### config.mk
export PLATFORM = sky130hd
export DESIGN_NAME = text_console_ctrl
export DESIGN_NICKNAME = d
export VERILOG_FILES = /design/src/rtl/text_console_ctrl.sv
export SDC_FILE = /design/constraint.sdc
export NUM_CORES = 1
export LEC_CHECK = 0
export BUFFER_PORTS_ARGS = -buffer_cell sky130_fd_sc_hd__buf_2
export CORE_UTILIZATION = 45
export DETAILED_ROUTE_END_ITERATION = 8
export PLACE_DENSITY = 0.71
export SYNTH_ARGS = -nofsm -noshare
export SYNTH_HDL_FRONTEND = slang
export SYNTH_SLANG_ARGS = --single-unit
export TNS_END_PERCENT = 5
### constraint.sdc
create_clock -name clk -period 3.9 [get_ports clk]
set_input_delay 0.585 -clock clk [delete_from_list [all_inputs] [get_ports clk]]
set_output_delay 0.585 -clock clk [all_outputs]
set_load 0.05 [all_outputs]
### src/rtl/text_console_ctrl.sv
// text_console_ctrl
//   Byte-stream console controller for an 80x60 VGA text buffer. Accepts one
//   character per handshake and keeps track of a cursor. Interprets CR, LF,
//   BS and FF, and wraps automatically at the end of a row. It also runs
//   multi-cycle fill sequences: a full-screen clear, and an optional clear
//   of each newly entered row.
//
// Ports
//   clk, rst     : clock; synchronous active-high reset
//   s_valid_i    : input byte valid
//   s_char_i     : input byte
//   s_ready_o    : controller accepts a byte this cycle (combinational)
//   clear_i      : full-screen clear request, sampled in IDLE
//   char_o       : text-buffer write data (registered)
//   addr_o       : text-buffer write address, y*COLS+x (registered)
//   wen_o        : text-buffer write strobe, one write per cycle (registered)
//   cursor_x_o   : cursor column (registered)
//   cursor_y_o   : cursor row (registered)
//   busy_o       : high whenever the controller is not in IDLE
//
// Handshake: a byte transfers at a rising edge where s_valid_i && s_ready_o.
// s_ready_o is high only in IDLE with clear_i low, so clear_i takes priority
// over a byte offered in the same cycle. The effect of an accepted byte is
// visible in the cycle after the edge at which it was accepted.
module text_console_ctrl #(
  parameter int         COLS          = 80,
  parameter int         ROWS          = 60,
  parameter logic [7:0] CLEAR_CHAR    = 8'h20,
  parameter bit         LINE_CLEAR_EN = 1'b1
) (
  input  logic                          clk,
  input  logic                          rst,
  input  logic                          s_valid_i,
  input  logic [7:0]                    s_char_i,
  output logic                          s_ready_o,
  input  logic                          clear_i,
  output logic [7:0]                    char_o,
  output logic [$clog2(COLS*ROWS)-1:0]  addr_o,
  output logic                          wen_o,
  output logic [$clog2(COLS)-1:0]       cursor_x_o,
  output logic [$clog2(ROWS)-1:0]       cursor_y_o,
  output logic                          busy_o
);

  localparam int NCELL = COLS * ROWS;
  localparam int AW    = $clog2(NCELL);
  localparam int XW    = $clog2(COLS);
  localparam int YW    = $clog2(ROWS);
  // The fill index must be able to hold NCELL itself. That value marks the
  // trailing idle cycle of a fill sequence.
  localparam int FW    = $clog2(NCELL + 1);

  typedef enum logic [1:0] {
    S_IDLE    = 2'd0,
    S_CLEAR   = 2'd1,
    S_LINECLR = 2'd2
  } state_t;

  state_t          r_state;
  logic [XW-1:0]   r_x;
  logic [YW-1:0]   r_y;
  logic [FW-1:0]   r_fill;
  logic [AW-1:0]   r_line_base;
  logic [7:0]      r_char;
  logic [AW-1:0]   r_addr;
  logic            r_wen;

  logic            w_accept;
  logic [YW-1:0]   w_next_y;
  logic [AW-1:0]   w_cur_addr;
  logic [AW-1:0]   w_line_base;

  assign s_ready_o   = (r_state == S_IDLE) && !clear_i;
  assign w_accept    = s_valid_i && s_ready_o;

  // Rows wrap circularly. There is no scrolling.
  assign w_next_y    = (r_y == YW'(ROWS - 1)) ? '0 : r_y + 1'b1;
  assign w_cur_addr  = AW'(r_y) * AW'(COLS) + AW'(r_x);
  assign w_line_base = AW'(w_next_y) * AW'(COLS);

  assign char_o      = r_char;
  assign addr_o      = r_addr;
  assign wen_o       = r_wen;
  assign cursor_x_o  = r_x;
  assign cursor_y_o  = r_y;
  assign busy_o      = (r_state != S_IDLE);

  always_ff @(posedge clk) begin
    if (rst) begin
      r_state     <= S_IDLE;
      r_x         <= '0;
      r_y         <= '0;
      r_fill      <= '0;
      r_line_base <= '0;
      r_char      <= '0;
      r_addr      <= '0;
      r_wen       <= 1'b0;
    end else begin
      // The strobe defaults low. r_addr and r_char hold between writes.
      r_wen <= 1'b0;
      case (r_state)
        S_IDLE: begin
          if (clear_i) begin
            r_state <= S_CLEAR;
            r_fill  <= '0;
          end else if (w_accept) begin
            case (s_char_i)
              8'h0D: begin
                r_x <= '0;
              end
              8'h0A: begin
                r_x <= '0;
                r_y <= w_next_y;
                if (LINE_CLEAR_EN) begin
                  r_state     <= S_LINECLR;
                  r_fill      <= '0;
                  r_line_base <= w_line_base;
                end
              end
              8'h08: begin
                if (r_x != '0) begin
                  r_x    <= r_x - 1'b1;
                  r_wen  <= 1'b1;
                  r_addr <= w_cur_addr - 1'b1;
                  r_char <= CLEAR_CHAR;
                end
              end
              8'h0C: begin
                r_state <= S_CLEAR;
                r_fill  <= '0;
              end
              default: begin
                r_wen  <= 1'b1;
                r_addr <= w_cur_addr;
                r_char <= s_char_i;
                if (r_x == XW'(COLS - 1)) begin
                  // Autowrap is a row change, the same as LF.
                  r_x <= '0;
                  r_y <= w_next_y;
                  if (LINE_CLEAR_EN) begin
                    r_state     <= S_LINECLR;
                    r_fill      <= '0;
                    r_line_base <= w_line_base;
                  end
                end else begin
                  r_x <= r_x + 1'b1;
                end
              end
            endcase
          end
        end

        // One write per cycle for fill indices 0..NCELL-1. The cycle at
        // index NCELL has no write and hands back to IDLE.
        S_CLEAR: begin
          if (r_fill == FW'(NCELL)) begin
            r_state <= S_IDLE;
            r_x     <= '0;
            r_y     <= '0;
          end else begin
            r_wen  <= 1'b1;
            r_addr <= AW'(r_fill);
            r_char <= CLEAR_CHAR;
            r_fill <= r_fill + 1'b1;
          end
        end

        // Same shape as CLEAR, but covers COLS cells from the new row base.
        S_LINECLR: begin
          if (r_fill == FW'(COLS)) begin
            r_state <= S_IDLE;
          end else begin
            r_wen  <= 1'b1;
            r_addr <= r_line_base + AW'(r_fill);
            r_char <= CLEAR_CHAR;
            r_fill <= r_fill + 1'b1;
          end
        end

        default: begin
          r_state <= S_IDLE;
        end
      endcase
    end
  end

endmodule

Yosys cells after proc, flatten, opt, wreduce, memory -nomap -nowiden. Index checks and enable logic that the tools add are counted.

Flip-flop bits (word level): 63. Bits in latches: 0. Memory bits (writable): 0. Bits in read-only memories: 0. Bits of input ports: 12. Output and inout bits: 37. Memories kept: 0.

Add/subtract/negate cells: 7. Multiply operators: 2. Divide/modulo/power cells: 0. Magnitude comparators: 0. Equality and inequality tests: 25. Shifts and indexed selects: 0. Muxes and demuxes: 51. Bitwise operators: 2. Reductions and logical operators: 20.

Operators with widths (count): $mux W13 (11); $pmux W13 S2 (3); $pmux W13 S3 (2); $mux W8 (5); $mux W7 (5); $eq A8 B4 Y1 const B (4); $mux W6 (5); $pmux W6 S2 (2); $pmux W8 S3 (1); $pmux W7 S3 (1); $mul A6 B3 Y9 const B (2); $ne A2 B2 Y1 const B (9); $reduce_and A6 Y1 (3); $pmux W8 S2 (1); $pmux W7 S2 (1); $add A13 B1 Y13 const B (1); $add A13 B13 Y13 (1); $add A13 B7 Y13 (1); $eq A13 B13 Y1 const B (1); $eq A13 B7 Y1 const B (1); $sub A13 B1 Y13 const B (1); $pmux W2 S3 (2); $mux W2 (5); $reduce_and A5 Y1 (2); 24 further kinds (37).

Logic depth before layout (Yosys ltp). Gate-level depths: netlist (run 1).

Depth after elaboration: 8. Gate-level depth with buffers: 12. Gate-level depth less buffers: 12.

Worst setup path after synthesis (run 1). Ideal clock, no wire load.

Kind: register to register. Start: register r_y[3] (netlist: cursor_y_o[3]). End: register r_addr[12] (netlist: addr_o[12]). Arrival time: 3.225 ns. Data required time: 3.785 ns. Path slack: 0.561 ns. Stages on the path, launching flop included: 10. Path buffers: 0. Cells stage by stage: dfxtp_1 > ha_1 > ha_1 > fa_1 > nand2_1 > a211oi_1 > nand4_1 > a2111oi_1 > xor2_1 > a2111oi_0.

Longest elaborated chain between the ends: 8.

RTL lines: start: declaration (RTL line 61) `logic [YW-1:0] r_y;`; start signal: assignment (RTL line 113) `r_y <= w_next_y;`; start signal: assignment (RTL line 139) `r_y <= w_next_y;`; $mul A6 B3 Y9 (*) (RTL line 78) `assign w_cur_addr = AW'(r_y) * AW'(COLS) + AW'(r_x);`; $add A13 B7 Y13 (*) (RTL line 78); $sub A13 B1 Y13 (RTL line 124) `r_addr <= w_cur_addr - 1'b1;`; $mux W13 (RTL line 121) `if (r_x != '0) begin`; $pmux W13 S2 (*) (RTL line 107) `case (s_char_i)`; $mux W13 (*) (RTL line 106) `end else if (w_accept) begin`; $mux W13 (*) (RTL line 103) `if (clear_i) begin`; $pmux W13 S3 (*) (RTL line 101) `case (r_state)`; end signal: assignment (RTL line 124); end signal: assignment (RTL line 134) `r_addr <= w_cur_addr;`; end signal: assignment (RTL line 162) `r_addr <= AW'(r_fill);`; end: declaration (RTL line 65) `logic [AW-1:0] r_addr;`.

Every way passes the cells marked *; elsewhere a longest branch is shown, timed or not. The select of a mux whose other input is x is not followed. A chain may end at the register's enable or synchronous reset.

Worst setup path after layout (run 1). Same ends and word-level chain as after synthesis.

==> results of run 1 <==
[registers in the layout, indices dropped and copies added (netlist names)]
name and flops:
r_line_base 9, r_state 2, cursor_y_o 6, char_o 8, cursor_x_o 7, addr_o 13
wen_o 1, r_fill 13
[cell usage in the layout (no fill, tap or decap), drive strengths merged, types with 4 or more instances in the layout]
master | netlist | layout
a221oi | 7 | 7
nor2b | 5 | 5
nor3b | 4 | 4
clkbuf | 25 | 9
or3b | 5 | 5
nor2 | 53 | 53
or3 | 9 | 9
nor3 | 11 | 11
or4 | 6 | 6
dfxtp | 59 | 59
o211ai | 7 | 7
and3 | 11 | 11
buf | 6 | 57
o21ai | 29 | 29
a211oi | 13 | 13
nand4 | 6 | 6
nand3 | 25 | 25
nor4 | 7 | 7
a21o | 6 | 6
nand2b | 4 | 4
nand2 | 57 | 57
a31oi | 9 | 9
xnor2 | 18 | 18
fa | 4 | 4
or2 | 4 | 4
mux2i | 19 | 19
o21a | 7 | 7
inv | 22 | 26
a21oi | 48 | 48
xor2 | 5 | 5
ha | 38 | 38
[layout make-up]
| class | instances | area, sq um | area share |
|---|---|---|---|
| clock inverter | 7 | 81.3 | 0.0156 |
| tap | 133 | 166 | 0.0319 |
| inverter | 24 | 90.1 | 0.0173 |
| multi-input combinational | 475 | 3260 | 0.626 |
| sequential | 59 | 1180 | 0.227 |
| timing repair buffer | 57 | 308 | 0.0590 |
| clock buffer | 9 | 124 | 0.0238 |
[per-layer routing]
| layer | routed length (um) | up-vias |
|---|---|---|
| li1 | - | 2264 |
| met1 | 6120 | 2213 |
| met2 | 6090 | 177 |
| met3 | 682 | 33 |
| met4 | 481 | 0 |
| met5 | 0 | - |
[worst max-delay path, cell delays in order, from the launching register on]
cell and delay, ps:
dfxtp_1 500, ha_1 300, ha_1 230, fa_1 560, nand2_1 110, a211oi_1 360, nand4_1 180, a2111oi_1 490
xor2_1 120, a2111oi_0 360
[through the flow]
stage                util  hold slack [ps]  setup WS, ps
floorplan               -              436           561
global placement    0.505              436           689
detailed placement  0.505              443           566
CTS                 0.526              452           555
global route        0.526              475           306
finish              0.526              453           590
[logic make-up after synthesis]
| family | share of synthesized area |
|---|---|
| and+or+nand+nor | 0.249 |
| AOI/OAI and AO/OA | 0.242 |
| DFF | 0.253 |
| buffers and inverters | 0.0485 |
| adders and majority gates | 0.119 |
| xor gates and xnor gates | 0.0431 |
| muxes | 0.0455 |
[power groups by stage]
stage,clock network (W),logic [W],registers (W)
final,0.000604,0.000509,0.000663
after global routing,0.000643,0.000545,0.000668
after CTS,0.000614,0.000505,0.000663
after detailed placement,0,0.000504,0.000677
after global placement,0,0.000499,0.000674
after floorplan,0,0.000255,0.000789
[worst min path at each step]
stage,cells past startpoint,from,slack [ps],endpoint
5_1_grt,2,char_o[3]$_SDFFE_PP0P_,480,char_o[3]$_SDFFE_PP0P_
2_1_floorplan,2,r_line_base[11]$_SDFFE_PP0P_,440,r_line_base[11]$_SDFFE_PP0P_
3_5_place_dp,2,char_o[3]$_SDFFE_PP0P_,440,char_o[3]$_SDFFE_PP0P_
4_1_cts,2,char_o[3]$_SDFFE_PP0P_,450,char_o[3]$_SDFFE_PP0P_
6_report,2,char_o[3]$_SDFFE_PP0P_,450,char_o[3]$_SDFFE_PP0P_
3_3_place_gp,2,char_o[3]$_SDFFE_PP0P_,440,char_o[3]$_SDFFE_PP0P_
[cells in the mapped netlist (all sizes together), types with 7 or more instances]
library cell and instances:
nand3 25, ha 38, nor2 53, a221oi 7, a211oi 13, o21ai 29, a21oi 48, and3 11
nand2 57, clkbuf 25, xnor2 18, mux2i 19, o211ai 7, or3 9, o21a 7, nor4 7
inv 22, a31oi 9, nor3 11, dfxtp 59
==> metrics, run 1 <==
max-cap violations=0; row cnt=36; # resized after CTS=0; Fin. Hold Viols=0; Layout Skew=14.9 ps; Yosys top cell area share=0.253; first-pass GRT wire length=22.0 mm; Syn Nets=643; DR vias/cell=6.13; total track usage=0.253; Primary FF master, synth=dfxtp_1; CTS tree=done; Synth cell types=79; TritonCTS Sinks=59; synth top area cells=dfxtp_1 25%, ha_1 10%, a21oi_1 4.8%; Initial Util=0.471; RSZ-0062 raised after global routing=false; IO buf count=48; reg2reg start=cursor_y_o[3]$_SDFFE_PP0P_; pwr dens=341 nW/um^2; Post-DRT Antenna Nets=0; die width=104 um; Setup-failing EPs final=0; Root Driver=clkbuf_8; placed cell area=5010 sq um; Final Cell Area=5210 sq um; Hold Path Class=flop to flop; Worst-Margin Slew=1010 ps; post-synthesis async set-or-reset flop share=0; Yosys reg bits=59; type of origin of the critical path=flop; pin count of the biggest net entering global routing=52; postcts setup bufs=0; diode count=0; nets=680; met3 usage=0.0357; DRT Pass-1 Iters=5; RD Place Congestion=0.941; GR Util met1=0.329; crit path to=addr_o[12]$_SDFFE_PP0P_; Seq/Total Area, Yosys=0.253; clk_lat worst skew=360 ps; Sw Ratio=0.387; layout overhead on the synthesized area=11.6%; Rel. slew slack=0.324; CTS Hold Bufs=0; H-tree Lvls=3; Post-synth EDFFs=0; Cells after DPL=748; share of cells above drive strength 1=0.146; clock-pin slew on the worst setup and hold paths=80 ps; Tcrit/Tclk final=0.849; sw power=0.000688 W; Layout Cells excl Fill=764; Synth Instances=589; final wirelength=13.4 mm; fin crit period=3310 ps; synthesized area per cell=7.93 sq um; Inserted Clock Buffers=9; CTS Buffer Depth=2; Overall Power=0.00178 W; crit-path max FO=9; CP arrival=3550 ps; maximum VDD drop=0.000171 V; part of the power in registers=0.373; IO Count=49; Vias=4,687; Leak=2.10 nW; kind of critical path=flop to flop; Starting DRT DRC Count=389; Die Area=10,800 sq um; wire per inst=17.5 um; Setup TNS=0 ps; R2R depth=9; Crit. Startpoint=cursor_y_o[3]$_SDFFE_PP0P_; met2 GRT Util=0.413; warnings from Yosys=0; initial antenna violation count=0; Die Y=104 um; power share of the clock group=0.340; Req. time, crit path=4140 ps; fin. max-slew vios=0; Detailed Place HPWL=9.81 mm; total grt overflow=0; status=complete, no violations; core footprint=9910 sq um; # DRC=0; Worst R2R Setup Slack=590 ps; vias in the first global route=4,320; RR Endpoint=addr_o[12]$_SDFFE_PP0P_; busiest grt layer=met2; area leader, netlist=dfxtp_1; Fillers=976; cell-internal power=0.00109 W; combinational power share=0.286; f_max=302 MHz; Mapped Area=4670 sq um; Critical Path Sink Type=flop
No activity file was read; power rests on OpenSTA's default activity.
==> inputs of run 2 (changes only) <==
- PLACE_DENSITY: 0.71 -> 0.73
- clock period: 3.9 -> 3 ns (I/O delays scaled with it)
==> run 2 against run 1 <==
- flip-flop and latch count stayed put
- register-to-register slack got worse by 450 ps
- critical path depth unchanged
- combinational power is 32% higher
- global-route usage fell by 0.22 points
- first-iteration DRC count is 2.3% lower
- highest routed layer unchanged
==> metrics, run 2 (synthesized netlist as in run 1, its figures left out) <==
status=complete, no violations; Fillers=921 (-5.6%); Detailed Place HPWL=10.1 mm (+2.6%); initial antenna violation count=0 (unchanged); kind of critical path=flop to flop; total grt overflow=0 (unchanged); Hold Path End=char_o[7]$_SDFFE_PP0P_; RR Endpoint=addr_o[12]$_SDFFE_PP0P_; R2R depth=9 (unchanged); Layout Skew=10.6 ps (-4.29 ps); CTS Buffer Depth=2 (unchanged); type of origin of the critical path=flop; Final Cell Area=5480 sq um (+5.1%); reg2reg start=cursor_y_o[3]$_SDFFE_PP0P_; Inserted Clock Buffers=9 (unchanged); IO Count=49 (unchanged); DRT Pass-1 Iters=7 (+2); fin crit period=2860 ps (-449 ps); IO buf count=48 (unchanged); crit-path max FO=8 (-1); diode count=0 (unchanged); DR vias/cell=6.08 (-0.94%); Hold Startpoint=s_char_i[7]; Setup-failing EPs final=0 (unchanged); final wirelength=13.6 mm (+1.9%); Setup WS post-layout=139 ps (-451 ps); pin count of the biggest net entering global routing=52 (unchanged); TritonCTS Sinks=59 (unchanged); Rel. slew slack=0.582 (+0.258); Vias=4,807 (+2.6%); clock-pin slew on the worst setup and hold paths=80 ps (about the same); CTS tree=done; max-cap violations=0 (unchanged); RD Place Congestion=0.931 (-1.1%); Die Y=104 um (unchanged); Cells after DPL=775 (+3.6%); wire per inst=17.2 um (-1.6%); pre-CTS setup slack=26.6 ps (-540 ps); core footprint=9910 sq um (unchanged); H-tree Lvls=3 (unchanged); Overall Power=0.00224 W (+26%); CP arrival=3110 ps (-440 ps); Worst-Margin Slew=626 ps (-388 ps); RSZ-0062 raised after global routing=true; placed cell area=5230 sq um (+4.3%); Leak=2.24 nW (+6.4%); Tcrit/Tclk final=0.954 (+0.105); clk_lat worst skew=350 ps (about the same); maximum VDD drop=0.000297 V (+74%); nets=707 (+4.0%); pwr dens=408 nW/um^2 (+20%); row cnt=36 (unchanged); Layout Cells excl Fill=791 (+3.5%); total track usage=0.251 (-0.00225); fin. max-slew vios=0 (unchanged); CTS Hold Bufs=0 (unchanged); Root Driver=clkbuf_8; share of cells above drive strength 1=0.210 (+0.0639); vias in the first global route=4,410 (+2.1%); Req. time, crit path=3240 ps (-900 ps); Worst R2R Setup Slack=140 ps (-450 ps); postcts setup bufs=0 (unchanged); Fin. Hold Viols=0 (unchanged); worst hold slack=383 ps (-70.2 ps); Hold Path Class=input port to flop; Initial Util=0.471 (unchanged); Die Area=10,800 sq um (unchanged); Post-DRT Antenna Nets=0 (unchanged); WHS Path Cells=3 (+1); layout overhead on the synthesized area=17.3%; most common cell after layout, fill and taps aside=nand2_1; die width=104 um (unchanged); leading cell types in the layout, fill and taps excluded=57 x nand2_1, 52 x dfxtp_1, 51 x nor2_1, 48 x buf_2, 45 x a21oi_1; f_max=350 MHz (+16%); Starting DRT DRC Count=380 (-2.3%); Critical Path Sink Type=flop; first-pass GRT wire length=21.9 mm (-0.31%); # DRC=0 (unchanged)
[run 2: critical path, stage by stage, from the launching register on]
cell	delay, ps
dfxtp_4	350
buf_4	160
ha_1	300
ha_1	390
nor2_1	130
or3b_2	520
o2111a_1	190
a2111oi_4	290
xor2_1	130
a2111oi_2	300
[run 2: layout make-up]
class	count	area, sq um	share of cell area
clock buffer	9	124	0.0226
clock inverter	7	58.8	0.0107
inverter	24	90.1	0.0164
multi-input combinational	475	3340	0.609
sequential	59	1190	0.218
tap	133	166	0.0304
timing repair buffer	84	510	0.0932
[run 2: worst max-delay path by stage]
stage	start	end	slack, ps	cells past startpoint
after floorplan	cursor_y_o[3]$_SDFFE_PP0P_	addr_o[12]$_SDFFE_PP0P_	30	9
after global placement	cursor_y_o[1]$_SDFFE_PP0P_	addr_o[12]$_SDFFE_PP0P_	60	9
after detailed placement	cursor_y_o[1]$_SDFFE_PP0P_	addr_o[12]$_SDFFE_PP0P_	30	9
after CTS	cursor_y_o[1]$_SDFFE_PP0P_	addr_o[12]$_SDFFE_PP0P_	8	9
after global routing	cursor_y_o[1]$_SDFFE_PP0P_	addr_o[12]$_SDFFE_PP0P_	-40	9
final	cursor_y_o[3]$_SDFFE_PP0P_	addr_o[12]$_SDFFE_PP0P_	140	9
[run 2: through the flow]
stage	TNS (ps)	utilization
6_report	0	0.553
5_1_grt	-68.6	0.553
4_1_cts	0	0.546
3_5_place_dp	0	0.527
3_3_place_gp	0	0.527
2_1_floorplan	0	-
[run 2: where the power goes]
part           switching, W  internal (W)
combinational      0.000479      0.000194
sequential        0.0000352      0.000830
clock              0.000384      0.000314
total              0.000899       0.00134
[run 2: what timing repair did]
action / in CTS / in global routing
hold endpoints to repair: 0 / 0
gates resized for setup: 0 / 15
setup endpoints to repair: 0 / 3
[run 2: per-layer routing]
layer  part of all wire  vias to the layer above  GRT usage
li1                   -                     2316          -
met5                  0                        -          0
met4              0.030                        0      0.114
met1               0.43                     2273      0.326
met2               0.48                      184      0.403
met3              0.055                       34     0.0464
